==> src/rtl/arm_pkg.sv <==
// Shared ARM pipeline definitions: EXE command encodings, NZCV bit positions
// and the status-register update class for each command.
package arm_pkg;

  localparam logic [3:0] EXE_NOP = 4'b0000;
  localparam logic [3:0] EXE_MOV = 4'b0001;
  localparam logic [3:0] EXE_ADD = 4'b0010;
  localparam logic [3:0] EXE_ADC = 4'b0011;
  localparam logic [3:0] EXE_SUB = 4'b0100;
  localparam logic [3:0] EXE_SBC = 4'b0101;
  localparam logic [3:0] EXE_AND = 4'b0110;
  localparam logic [3:0] EXE_ORR = 4'b0111;
  localparam logic [3:0] EXE_EOR = 4'b1000;
  localparam logic [3:0] EXE_MVN = 4'b1001;

  localparam logic [1:0] SR_N = 2'd3;
  localparam logic [1:0] SR_Z = 2'd2;
  localparam logic [1:0] SR_C = 2'd1;
  localparam logic [1:0] SR_V = 2'd0;

  typedef enum logic [1:0] {
    SR_KEEP = 2'b00,
    SR_NZ   = 2'b01,
    SR_NZCV = 2'b10
  } sr_upd_e;

  // Arithmetic ops own all four flags; logical/move ops only N and Z.
  function automatic sr_upd_e sr_upd_of(input logic [3:0] cmd);
    sr_upd_e upd;
    case (cmd)
      EXE_ADD, EXE_ADC, EXE_SUB, EXE_SBC:          upd = SR_NZCV;
      EXE_MOV, EXE_MVN, EXE_AND, EXE_ORR, EXE_EOR: upd = SR_NZ;
      EXE_NOP:                                     upd = SR_KEEP;
      default:                                     upd = SR_KEEP;
    endcase
    return upd;
  endfunction

endpackage

==> src/rtl/exe_mem_stage_if.sv <==
// EXE -> MEM pipeline bundle: EXE-side instruction fields in, registered
// MEM-side fields and the architectural status register out.
interface exe_mem_stage_if #(
  parameter int DATA_W     = 32,
  parameter int REG_ADDR_W = 4
);
  logic                  in_valid;
  logic [3:0]            exe_cmd;
  logic                  s_en;
  logic [DATA_W-1:0]     alu_res;
  logic [3:0]            alu_status;
  logic [DATA_W-1:0]     val_rm;
  logic [REG_ADDR_W-1:0] dest;
  logic                  wb_en;
  logic                  mem_r_en;
  logic                  mem_w_en;

  logic                  out_valid;
  logic [DATA_W-1:0]     alu_res_q;
  logic [DATA_W-1:0]     val_rm_q;
  logic [REG_ADDR_W-1:0] dest_q;
  logic                  wb_en_q;
  logic                  mem_r_en_q;
  logic                  mem_w_en_q;
  logic [3:0]            sr_nzcv;
  logic                  sr_c;

  modport master (
    output in_valid, exe_cmd, s_en, alu_res, alu_status, val_rm, dest,
           wb_en, mem_r_en, mem_w_en,
    input  out_valid, alu_res_q, val_rm_q, dest_q, wb_en_q, mem_r_en_q,
           mem_w_en_q, sr_nzcv, sr_c
  );

  modport slave (
    input  in_valid, exe_cmd, s_en, alu_res, alu_status, val_rm, dest,
           wb_en, mem_r_en, mem_w_en,
    output out_valid, alu_res_q, val_rm_q, dest_q, wb_en_q, mem_r_en_q,
           mem_w_en_q, sr_nzcv, sr_c
  );
endinterface

==> src/rtl/exe_mem_stage_status_reg.sv <==
// Architectural NZCV flags register; N,Z follow every write, C,V only when
// the writing instruction is arithmetic.
module status_reg
  import arm_pkg::*;
(
  input  logic       clk,
  input  logic       rst,
  input  logic       we,
  input  logic       upd_cv,
  input  logic [3:0] nzcv_in,
  output logic [3:0] nzcv
);

  logic [3:0] nzcv_r;

  // Flag storage with selective C/V update.
  always_ff @(posedge clk or posedge rst) begin
    if (rst) begin
      nzcv_r <= 4'b0000;
    end else if (we) begin
      nzcv_r[SR_N] <= nzcv_in[SR_N];
      nzcv_r[SR_Z] <= nzcv_in[SR_Z];
      if (upd_cv) begin
        nzcv_r[SR_C] <= nzcv_in[SR_C];
        nzcv_r[SR_V] <= nzcv_in[SR_V];
      end
    end
  end

  assign nzcv = nzcv_r;

endmodule

==> src/rtl/exe_mem_stage.sv <==
// EXE/MEM pipeline register with valid bit, flush/freeze control and the
// NZCV status register that feeds carry back to the ALU.
module exe_mem_stage
  import arm_pkg::*;
#(
  parameter int DATA_W     = 32,
  parameter int REG_ADDR_W = 4
) (
  input  logic           clk,
  input  logic           rst,
  input  logic           freeze,
  input  logic           flush,
  exe_mem_stage_if.slave bus
);

  logic                  valid_r;
  logic [DATA_W-1:0]     alu_res_r;
  logic [DATA_W-1:0]     val_rm_r;
  logic [REG_ADDR_W-1:0] dest_r;
  logic                  wb_en_r;
  logic                  mem_r_en_r;
  logic                  mem_w_en_r;

  sr_upd_e               sr_upd_s;
  logic                  sr_we_s;
  logic                  sr_upd_cv_s;
  logic [3:0]            sr_nzcv_s;

  // Flag-write decode; flush and freeze both block the write.
  always_comb begin
    sr_upd_s    = sr_upd_of(bus.exe_cmd);
    sr_we_s     = 1'b0;
    sr_upd_cv_s = 1'b0;
    if (bus.s_en && bus.in_valid && !flush && !freeze && (sr_upd_s != SR_KEEP)) begin
      sr_we_s     = 1'b1;
      sr_upd_cv_s = (sr_upd_s == SR_NZCV);
    end else begin
      sr_we_s     = 1'b0;
      sr_upd_cv_s = 1'b0;
    end
  end

  // Pipeline register: flush bubbles the slot, freeze holds everything.
  always_ff @(posedge clk or posedge rst) begin
    if (rst) begin
      valid_r    <= 1'b0;
      alu_res_r  <= {DATA_W{1'b0}};
      val_rm_r   <= {DATA_W{1'b0}};
      dest_r     <= {REG_ADDR_W{1'b0}};
      wb_en_r    <= 1'b0;
      mem_r_en_r <= 1'b0;
      mem_w_en_r <= 1'b0;
    end else if (flush) begin
      valid_r    <= 1'b0;
      wb_en_r    <= 1'b0;
      mem_r_en_r <= 1'b0;
      mem_w_en_r <= 1'b0;
    end else if (!freeze) begin
      valid_r    <= bus.in_valid;
      alu_res_r  <= bus.alu_res;
      val_rm_r   <= bus.val_rm;
      dest_r     <= bus.dest;
      wb_en_r    <= bus.wb_en    & bus.in_valid;
      mem_r_en_r <= bus.mem_r_en & bus.in_valid;
      mem_w_en_r <= bus.mem_w_en & bus.in_valid;
    end
  end

  status_reg u_status_reg (
    .clk     (clk),
    .rst     (rst),
    .we      (sr_we_s),
    .upd_cv  (sr_upd_cv_s),
    .nzcv_in (bus.alu_status),
    .nzcv    (sr_nzcv_s)
  );

  assign bus.out_valid  = valid_r;
  assign bus.alu_res_q  = alu_res_r;
  assign bus.val_rm_q   = val_rm_r;
  assign bus.dest_q     = dest_r;
  assign bus.wb_en_q    = wb_en_r;
  assign bus.mem_r_en_q = mem_r_en_r;
  assign bus.mem_w_en_q = mem_w_en_r;
  assign bus.sr_nzcv    = sr_nzcv_s;
  // Carry comes from the flop, never from alu_status, so no ALU loop forms.
  assign bus.sr_c       = sr_nzcv_s[SR_C];

endmodule
==> src/flat_wrapper.sv <==
// flat-port wrapper written by rule: the top's interface ports become plain ports
module exe_mem_stage_flat import arm_pkg::*;
#(
  parameter int DATA_W     = 32,
  parameter int REG_ADDR_W = 4
)
  (clk, rst, freeze, flush, bus_in_valid, bus_exe_cmd, bus_s_en, bus_alu_res, bus_alu_status, bus_val_rm, bus_dest, bus_wb_en, bus_mem_r_en, bus_mem_w_en, bus_out_valid, bus_alu_res_q, bus_val_rm_q, bus_dest_q, bus_wb_en_q, bus_mem_r_en_q, bus_mem_w_en_q, bus_sr_nzcv, bus_sr_c);
  exe_mem_stage_if #(.DATA_W(DATA_W), .REG_ADDR_W(REG_ADDR_W)) bus_i ();
  input  logic clk;
  input  logic rst;
  input  logic freeze;
  input  logic flush;
  input wire logic [$bits(bus_i.in_valid)-1:0] bus_in_valid;
  input wire logic [$bits(bus_i.exe_cmd)-1:0] bus_exe_cmd;
  input wire logic [$bits(bus_i.s_en)-1:0] bus_s_en;
  input wire logic [$bits(bus_i.alu_res)-1:0] bus_alu_res;
  input wire logic [$bits(bus_i.alu_status)-1:0] bus_alu_status;
  input wire logic [$bits(bus_i.val_rm)-1:0] bus_val_rm;
  input wire logic [$bits(bus_i.dest)-1:0] bus_dest;
  input wire logic [$bits(bus_i.wb_en)-1:0] bus_wb_en;
  input wire logic [$bits(bus_i.mem_r_en)-1:0] bus_mem_r_en;
  input wire logic [$bits(bus_i.mem_w_en)-1:0] bus_mem_w_en;
  output wire logic [$bits(bus_i.out_valid)-1:0] bus_out_valid;
  output wire logic [$bits(bus_i.alu_res_q)-1:0] bus_alu_res_q;
  output wire logic [$bits(bus_i.val_rm_q)-1:0] bus_val_rm_q;
  output wire logic [$bits(bus_i.dest_q)-1:0] bus_dest_q;
  output wire logic [$bits(bus_i.wb_en_q)-1:0] bus_wb_en_q;
  output wire logic [$bits(bus_i.mem_r_en_q)-1:0] bus_mem_r_en_q;
  output wire logic [$bits(bus_i.mem_w_en_q)-1:0] bus_mem_w_en_q;
  output wire logic [$bits(bus_i.sr_nzcv)-1:0] bus_sr_nzcv;
  output wire logic [$bits(bus_i.sr_c)-1:0] bus_sr_c;
  assign bus_i.in_valid = bus_in_valid;
  assign bus_i.exe_cmd = bus_exe_cmd;
  assign bus_i.s_en = bus_s_en;
  assign bus_i.alu_res = bus_alu_res;
  assign bus_i.alu_status = bus_alu_status;
  assign bus_i.val_rm = bus_val_rm;
  assign bus_i.dest = bus_dest;
  assign bus_i.wb_en = bus_wb_en;
  assign bus_i.mem_r_en = bus_mem_r_en;
  assign bus_i.mem_w_en = bus_mem_w_en;
  assign bus_out_valid = bus_i.out_valid;
  assign bus_alu_res_q = bus_i.alu_res_q;
  assign bus_val_rm_q = bus_i.val_rm_q;
  assign bus_dest_q = bus_i.dest_q;
  assign bus_wb_en_q = bus_i.wb_en_q;
  assign bus_mem_r_en_q = bus_i.mem_r_en_q;
  assign bus_mem_w_en_q = bus_i.mem_w_en_q;
  assign bus_sr_nzcv = bus_i.sr_nzcv;
  assign bus_sr_c = bus_i.sr_c;
  exe_mem_stage #(.DATA_W(DATA_W), .REG_ADDR_W(REG_ADDR_W)) u_core (.clk(clk), .rst(rst), .freeze(freeze), .flush(flush), .bus(bus_i));
endmodule
==> config.mk <==
export PLATFORM = sky130hd
export DESIGN_NAME = exe_mem_stage_flat
export DESIGN_NICKNAME = d
export VERILOG_FILES = /design/src/rtl/arm_pkg.sv /design/src/rtl/exe_mem_stage_if.sv /design/src/rtl/exe_mem_stage_status_reg.sv /design/src/rtl/exe_mem_stage.sv /design/src/flat_wrapper.sv
export SDC_FILE = /design/constraint.sdc
export NUM_CORES = 1
export LEC_CHECK = 0
export CAP_MARGIN = 5
export CORE_UTILIZATION = 25
export CTS_CLUSTER_DIAMETER = 30
export DETAILED_ROUTE_END_ITERATION = 8
export PLACE_DENSITY = 0.67
export SETUP_SLACK_MARGIN = 0.15
export SLEW_MARGIN = 20
export SYNTH_ARGS = -nofsm -noshare
export SYNTH_HDL_FRONTEND = slang
export SYNTH_SLANG_ARGS = --single-unit
==> constraint.sdc <==
create_clock -name clk -period 2.65 [get_ports clk]
set_clock_uncertainty 0.2 [all_clocks]
set_input_delay 0.53 -clock clk [delete_from_list [all_inputs] [get_ports clk]]
set_output_delay 0.53 -clock clk [all_outputs]
set_load 0.005 [all_outputs]
==> impl_metrics.json, run 1 <==
{
  "finalWeightedCongestion": 0.642,
  "synth_largest_area_cell": "dfrtp_1",
  "path_max_fanout": 4,
  "n_antenna_cell": 0,
  "clockBufferDepth": 2,
  "cts_repair_resize_count": 0,
  "p_leak_nw": 2.04,
  "ant_nets": 0,
  "p_total_mw": 3.27,
  "grt_first_pass_wirelength_um": 10600,
  "multi_input_area_um2": 953,
  "r2r_cells": 1,
  "clock_latency_ns": 0.33,
  "vias_per_cell": 4.29,
  "cts_buffers": 9,
  "cts-root-buf": "clkbuf_16",
  "max_freq_mhz": 467,
  "synth_seq_cells": 76,
  "die_w_um": 110,
  "cp.required_ns": 2.66,
  "die_h_um": 110,
  "yosysSeqAreaShare": 0.651,
  "yosysWarnings": 0,
  "cts_tree": "done",
  "drc_errors": 0,
  "vias": 2119,
  "fin_cells": 494,
  "io_pins": 162,
  "antenna_found_initial": 0,
  "synth_area_leaders": "dfrtp_1 (65%), mux2_2 (23%), mux2_1 (5.0%), buf_6 (0.77%), nand4bb_1 (0.77%)",
  "crit_arrival_ns": 2.15,
  "grt.total_usage": 0.119,
  "critPathKind": "input pin to flop",
  "dp_hpwl_um": 5290,
  "fp.coreArea_um2": 11400,
  "hp-class": "flop to flop",
  "drive_above_1_share": 0.228,
  "avgSynthCellArea_um2": 16.3,
  "drv_cap": 0,
  "cp-start-kind": "input pin",
  "nNetsFinal": 433,
  "slowest_delay_ns": 0.52,
  "clk_pin_slew_worst_paths_ns": 0.05,
  "synth.cell_area_um2": 2920,
  "grt_setup_unrepaired": "no",
  "drtIter0Drc": 38,
  "dp_cells": 479,
  "postCtsHoldBufs": 0,
  "overflow": 0,
  "worst_pin_slew_ns": 0.518,
  "cp_slowest_cell": "clkdlybuf4s50_1",
  "fin_crit_ns": 2.14,
  "vdd_drop_max_mv": 0.427,
  "cts_num_sinks": 76,
  "hold_depth": 1,
  "setup_tns_ns": 0,
  "syn_to_final_growth_pct": 71.7,
  "wl_per_cell_um": 14.3,
  "p_per_area_nw_per_um2": 653,
  "crit_chain": "clkdlybuf4s50_1 -> inv_1 -> ha_1 -> a211oi_1 -> a211oi_2 -> mux2_1",
  "fin_crit_sh": 0.809,
  "start_util": 0.256,
  "finalWirelength_um": 7050,
  "nFillCells": 1052,
  "outcome": "finished clean",
  "critPathCaptureType": "flop",
  "synthCells": 179,
  "port_buffers": 161,
  "first_global_vias": 2227,
  "die-area_um2": 12100,
  "slew_headroom": 0.654,
  "regArea_um2": 1900,
  "yosysUniqueCellTypes": 18,
  "yosysTopAreaCellShare": 0.651,
  "first_pass_iters": 4,
  "synth_nets": 265,
  "grt_max_degree": 37,
  "cts.htree.levels": 3,
  "finalHoldViolations": 0,
  "row_count": 39,
  "slew_viol_final": 0,
  "finalSetupViolCount": 0,
  "cts_setup_buffers": 0
}
## stage by stage
stage / instance area, um^2 / hold slack [ns] / setup WS [ns] / util
after global routing: 5010 / 0.295 / 0.444 / 0.439
after detailed placement: 4740 / 0.278 / 0.150 / 0.416
after global placement: 4740 / 0.266 / 0.232 / 0.416
after floorplan: 2920 / 0.283 / 0.814 / -
final: 5010 / 0.283 / 0.507 / 0.439
after CTS: 5010 / 0.286 / 0.512 / 0.439
## synthesized netlist by cell type
| cell type | number |
|---|---|
| dfrtp_1 | 76 |
| mux2_2 | 59 |
| mux2_1 | 13 |
| buf_2 | 4 |
| inv_1 | 4 |
| nor2_1 | 4 |
| a21oi_1 | 3 |
| a22oi_1 | 2 |
| buf_4 | 2 |
| buf_6 | 2 |
| nand4bb_1 | 2 |
| nor2b_1 | 2 |
| a211oi_1 | 1 |
| a211oi_2 | 1 |
| ha_1 | 1 |
| nand2_1 | 1 |
| nand3b_1 | 1 |
| or3b_4 | 1 |
## registers in the layout, summed over array words and instances, names as in the netlist
name / flops
u_core.bus.out_valid: 1
u_core.bus.mem_r_en_q: 1
u_core.u_status_reg.nzcv: 4
u_core.bus.wb_en_q: 1
u_core.bus.dest_q: 4
u_core.bus.alu_res_q: 32
u_core.bus.val_rm_q: 32
u_core.bus.mem_w_en_q: 1
## cell type report
type / count / area share
clock buffers: 13 / 0.0519
multi-input cells: 91 / 0.190
inverters: 4 / 0.00374
flip-flops and latches: 76 / 0.379
repair buffers: 165 / 0.337
well taps: 143 / 0.0357
clock inverters: 2 / 0.00200
## routing by layer
layer  GRT usage  vias to the layer above  routed length [um]
li1            -                      962                   -
met1       0.120                     1056                2640
met2       0.204                       94                3520
met3      0.0752                        7                 821
met4      0.0343                        0                  73
met5           0                        -                   0
## where the power goes
group,switching [mW],internal (mW)
combinational,0.204,0.537
clock,0.436,0.677
sequential,0.0866,1.33
## worst max-delay path: cells and delay by family
kind | cells | cell delay [ns]
buffers and inverters | 2 | 0.58
AOI/OAI and AO/OA | 2 | 0.40
adders and majority gates | 1 | 0.32
muxes | 1 | 0.32
## kinds of logic after synthesis
group                      after synthesis  share of synthesized area
buffers and inverters                   12                     0.0248
and+or+nand+nor                         11                     0.0248
adders and majority gates                1                    0.00428
AOI/OAI and AO/OA                        7                     0.0171
DFF                                     76                      0.651
muxes                                   72                      0.278
## worst paths after layout
kind,startpoint,endpoint,slack (ns)
setup reg to reg,u_core.bus.alu_res_q[1]$_DFFE_PP0P_,u_core.bus.alu_res_q[1]$_DFFE_PP0P_,1.66
setup / recovery,bus_exe_cmd[1],u_core.u_status_reg.nzcv[3]$_DFFE_PP0P_,0.51
min in group asynchronous,rst,u_core.bus.alu_res_q[8]$_DFFE_PP0P_,0.39
hold / removal,u_core.bus.alu_res_q[13]$_DFFE_PP0P_,u_core.bus.alu_res_q[13]$_DFFE_PP0P_,0.28
max in group asynchronous,rst,u_core.u_status_reg.nzcv[0]$_DFFE_PP0P_,1.36
hold reg to reg,u_core.bus.alu_res_q[13]$_DFFE_PP0P_,u_core.bus.alu_res_q[13]$_DFFE_PP0P_,0.28
## cell usage in the layout, fill, tap and decap left out, types with 2 or more instances in the layout
cell type | Yosys | routed
nor2_1 | 4 | 3
nor2b_1 | 2 | 2
clkbuf_1 | 0 | 2
buf_12 | 0 | 4
dfrtp_1 | 76 | 76
mux2_2 | 59 | 59
clkbuf_16 | 0 | 9
mux2_1 | 13 | 13
a22oi_1 | 2 | 2
clkinv_2 | 0 | 2
clkbuf_8 | 0 | 2
nand4bb_1 | 2 | 2
inv_1 | 4 | 3
clkdlybuf4s50_1 | 0 | 161
a21oi_1 | 3 | 3
No activity file was read; power rests on OpenSTA's default activity.
==> run 2: changes to the inputs <==
--- a/config.mk
+++ b/config.mk
@@ -9,7 +9,7 @@
 export CORE_UTILIZATION = 25
 export CTS_CLUSTER_DIAMETER = 30
 export DETAILED_ROUTE_END_ITERATION = 8
-export PLACE_DENSITY = 0.67
+export PLACE_DENSITY = 0.65
 export SETUP_SLACK_MARGIN = 0.15
 export SLEW_MARGIN = 20
 export SYNTH_ARGS = -nofsm -noshare
==> constraint.sdc (replaced) <==
create_clock -name clk -period 2.14 [get_ports clk]
set_clock_uncertainty 0.2 [all_clocks]
set_input_delay 0.428 -clock clk [delete_from_list [all_inputs] [get_ports clk]]
set_output_delay 0.428 -clock clk [all_outputs]
set_load 0.005 [all_outputs]
==> impl_metrics.json, run 2 (synthesis results as in run 1) <==
{
  "slew_headroom": 0.719,
  "cts.htree.levels": 3,
  "grt.total_usage": 0.124,
  "dp_cells": 483,
  "path_delay_family": "buffers and inverters",
  "die-area_um2": 12100,
  "finalWeightedCongestion": 0.671,
  "io_pins": 162,
  "cts-root-buf": "clkbuf_16",
  "finalWirelength_um": 7350,
  "cts_tree": "done",
  "vias_per_cell": 4.24,
  "die_w_um": 110,
  "finalHoldViolations": 0,
  "p_leak_nw": 2.07,
  "cp-start-kind": "input pin",
  "worst_pin_slew_ns": 0.421,
  "row_count": 39,
  "hp-class": "flop to flop",
  "whs_ns": 0.285,
  "reg2reg_to": "u_core.bus.alu_res_q[5]$_DFFE_PP0P_",
  "path_max_fanout": 2,
  "fin_cells": 499,
  "startpoint": "bus_exe_cmd[0]",
  "first_pass_iters": 4,
  "cts_setup_buffers": 0,
  "overflow": 0,
  "fin_crit_ns": 1.88,
  "die_h_um": 110,
  "first_global_vias": 2269,
  "vdd_drop_max_mv": 0.311,
  "fp.coreArea_um2": 11400,
  "clock_latency_ns": 0.32,
  "nNetsFinal": 437,
  "critPathCaptureType": "flop",
  "slew_viol_final": 0,
  "drive_above_1_share": 0.239,
  "setup_tns_ns": 0,
  "start_util": 0.256,
  "grt_max_degree": 44,
  "cp.required_ns": 2.15,
  "clockBufferDepth": 2,
  "worstHoldStart": "u_core.u_status_reg.nzcv[2]$_DFFE_PP0P_",
  "syn_to_final_growth_pct": 73.1,
  "cts_buffers": 9,
  "outcome": "finished clean",
  "wl_per_cell_um": 14.7,
  "finalSetupViolCount": 0,
  "vias": 2115,
  "drv_cap": 0,
  "clk_pin_slew_worst_paths_ns": 0.05,
  "multi_input_area_um2": 958,
  "n_antenna_cell": 0,
  "critPathKind": "input pin to flop",
  "worstHoldEndpoint": "u_core.u_status_reg.nzcv[2]$_DFFE_PP0P_",
  "antenna_found_initial": 0,
  "drc_errors": 0,
  "crit_cells": 4,
  "port_buffers": 161,
  "dp_hpwl_um": 5620,
  "postCtsHoldBufs": 0,
  "grt_first_pass_wirelength_um": 11200,
  "cp_slowest_cell": "clkdlybuf4s50_1",
  "layout_commonest_cell": "clkdlybuf4s50_1",
  "nFillCells": 1052,
  "slowest_delay_ns": 0.45,
  "grt_setup_unrepaired": "no",
  "regArea_um2": 1900,
  "r2r_cells": 1,
  "fin_crit_sh": 0.876,
  "r2r_start": "u_core.bus.alu_res_q[5]$_DFFE_PP0P_",
  "ant_nets": 0,
  "max_freq_mhz": 533,
  "r2r_slack_ns": 1.15,
  "crit_arrival_ns": 1.88,
  "path_buf_inv": 1,
  "drtIter0Drc": 47,
  "hold_depth": 1,
  "finalCoreUtilization": 0.443,
  "crit_chain": "clkdlybuf4s50_1 -> or3b_4 -> a211oi_2 -> mux2_1",
  "cts_num_sinks": 76,
  "p_per_area_nw_per_um2": 810,
  "layout_common_cells": "clkdlybuf4s50_1 (159), dfrtp_1 (76), mux2_2 (59)"
}
run 2: cell types whose count changed in the layout (fill, tap and decap cells not counted):
cell / delta
buf_4: +5
clkdlybuf4s50_1: -2
dlymetal6s2s_1: +2
a211oi_1: -1
a211oi_2: +1
buf_12: -1
clkbuf_1: +1
clkbuf_8: +1
clkinv_2: -1
run 2: cell type report:
| type | count | share of cell area |
|---|---|---|
| clock inverter | 1 | 0.000990 |
| sequential | 76 | 0.376 |
| clock buffer | 15 | 0.0550 |
| tap | 143 | 0.0354 |
| multi-input combinational | 91 | 0.190 |
| inverter | 4 | 0.00371 |
| timing repair buffer | 169 | 0.339 |
run 2: stage by stage:
stage	setup slack [ns]	power, mW	instance area, um^2
finish	0.265	4.09	5050
global route	0.194	4.31	5050
CTS	0.168	4.17	5050
detailed placement	-0.222	2.72	4760
global placement	-0.142	2.70	4760
floorplan	0.406	2.05	2920
run 2: what timing repair did:
action,in CTS,in global routing
setup endpoints to repair,2,2
pin swaps,0,2
gates resized for setup,1,2
run 2: worst max path at each step:
stage,end
floorplan,u_core.u_status_reg.nzcv[2]$_DFFE_PP0P_
detailed placement,u_core.u_status_reg.nzcv[3]$_DFFE_PP0P_
CTS,u_core.u_status_reg.nzcv[2]$_DFFE_PP0P_
global placement,u_core.u_status_reg.nzcv[2]$_DFFE_PP0P_
global route,u_core.u_status_reg.nzcv[3]$_DFFE_PP0P_
finish,u_core.u_status_reg.nzcv[2]$_DFFE_PP0P_
run 2: report_power, final:
part	internal (mW)	leakage [nW]	switching (mW)
clock	0.879	0.140	0.536
combinational	0.668	1.03	0.260
sequential	1.65	0.903	0.103
run 2: routing by layer:
| layer | part of all wire | global-route usage |
|---|---|---|
| met5 | 0 | 0 |
| met4 | 0.023 | 0.0743 |
| met3 | 0.065 | 0.0276 |
| met2 | 0.54 | 0.221 |
| met1 | 0.38 | 0.135 |
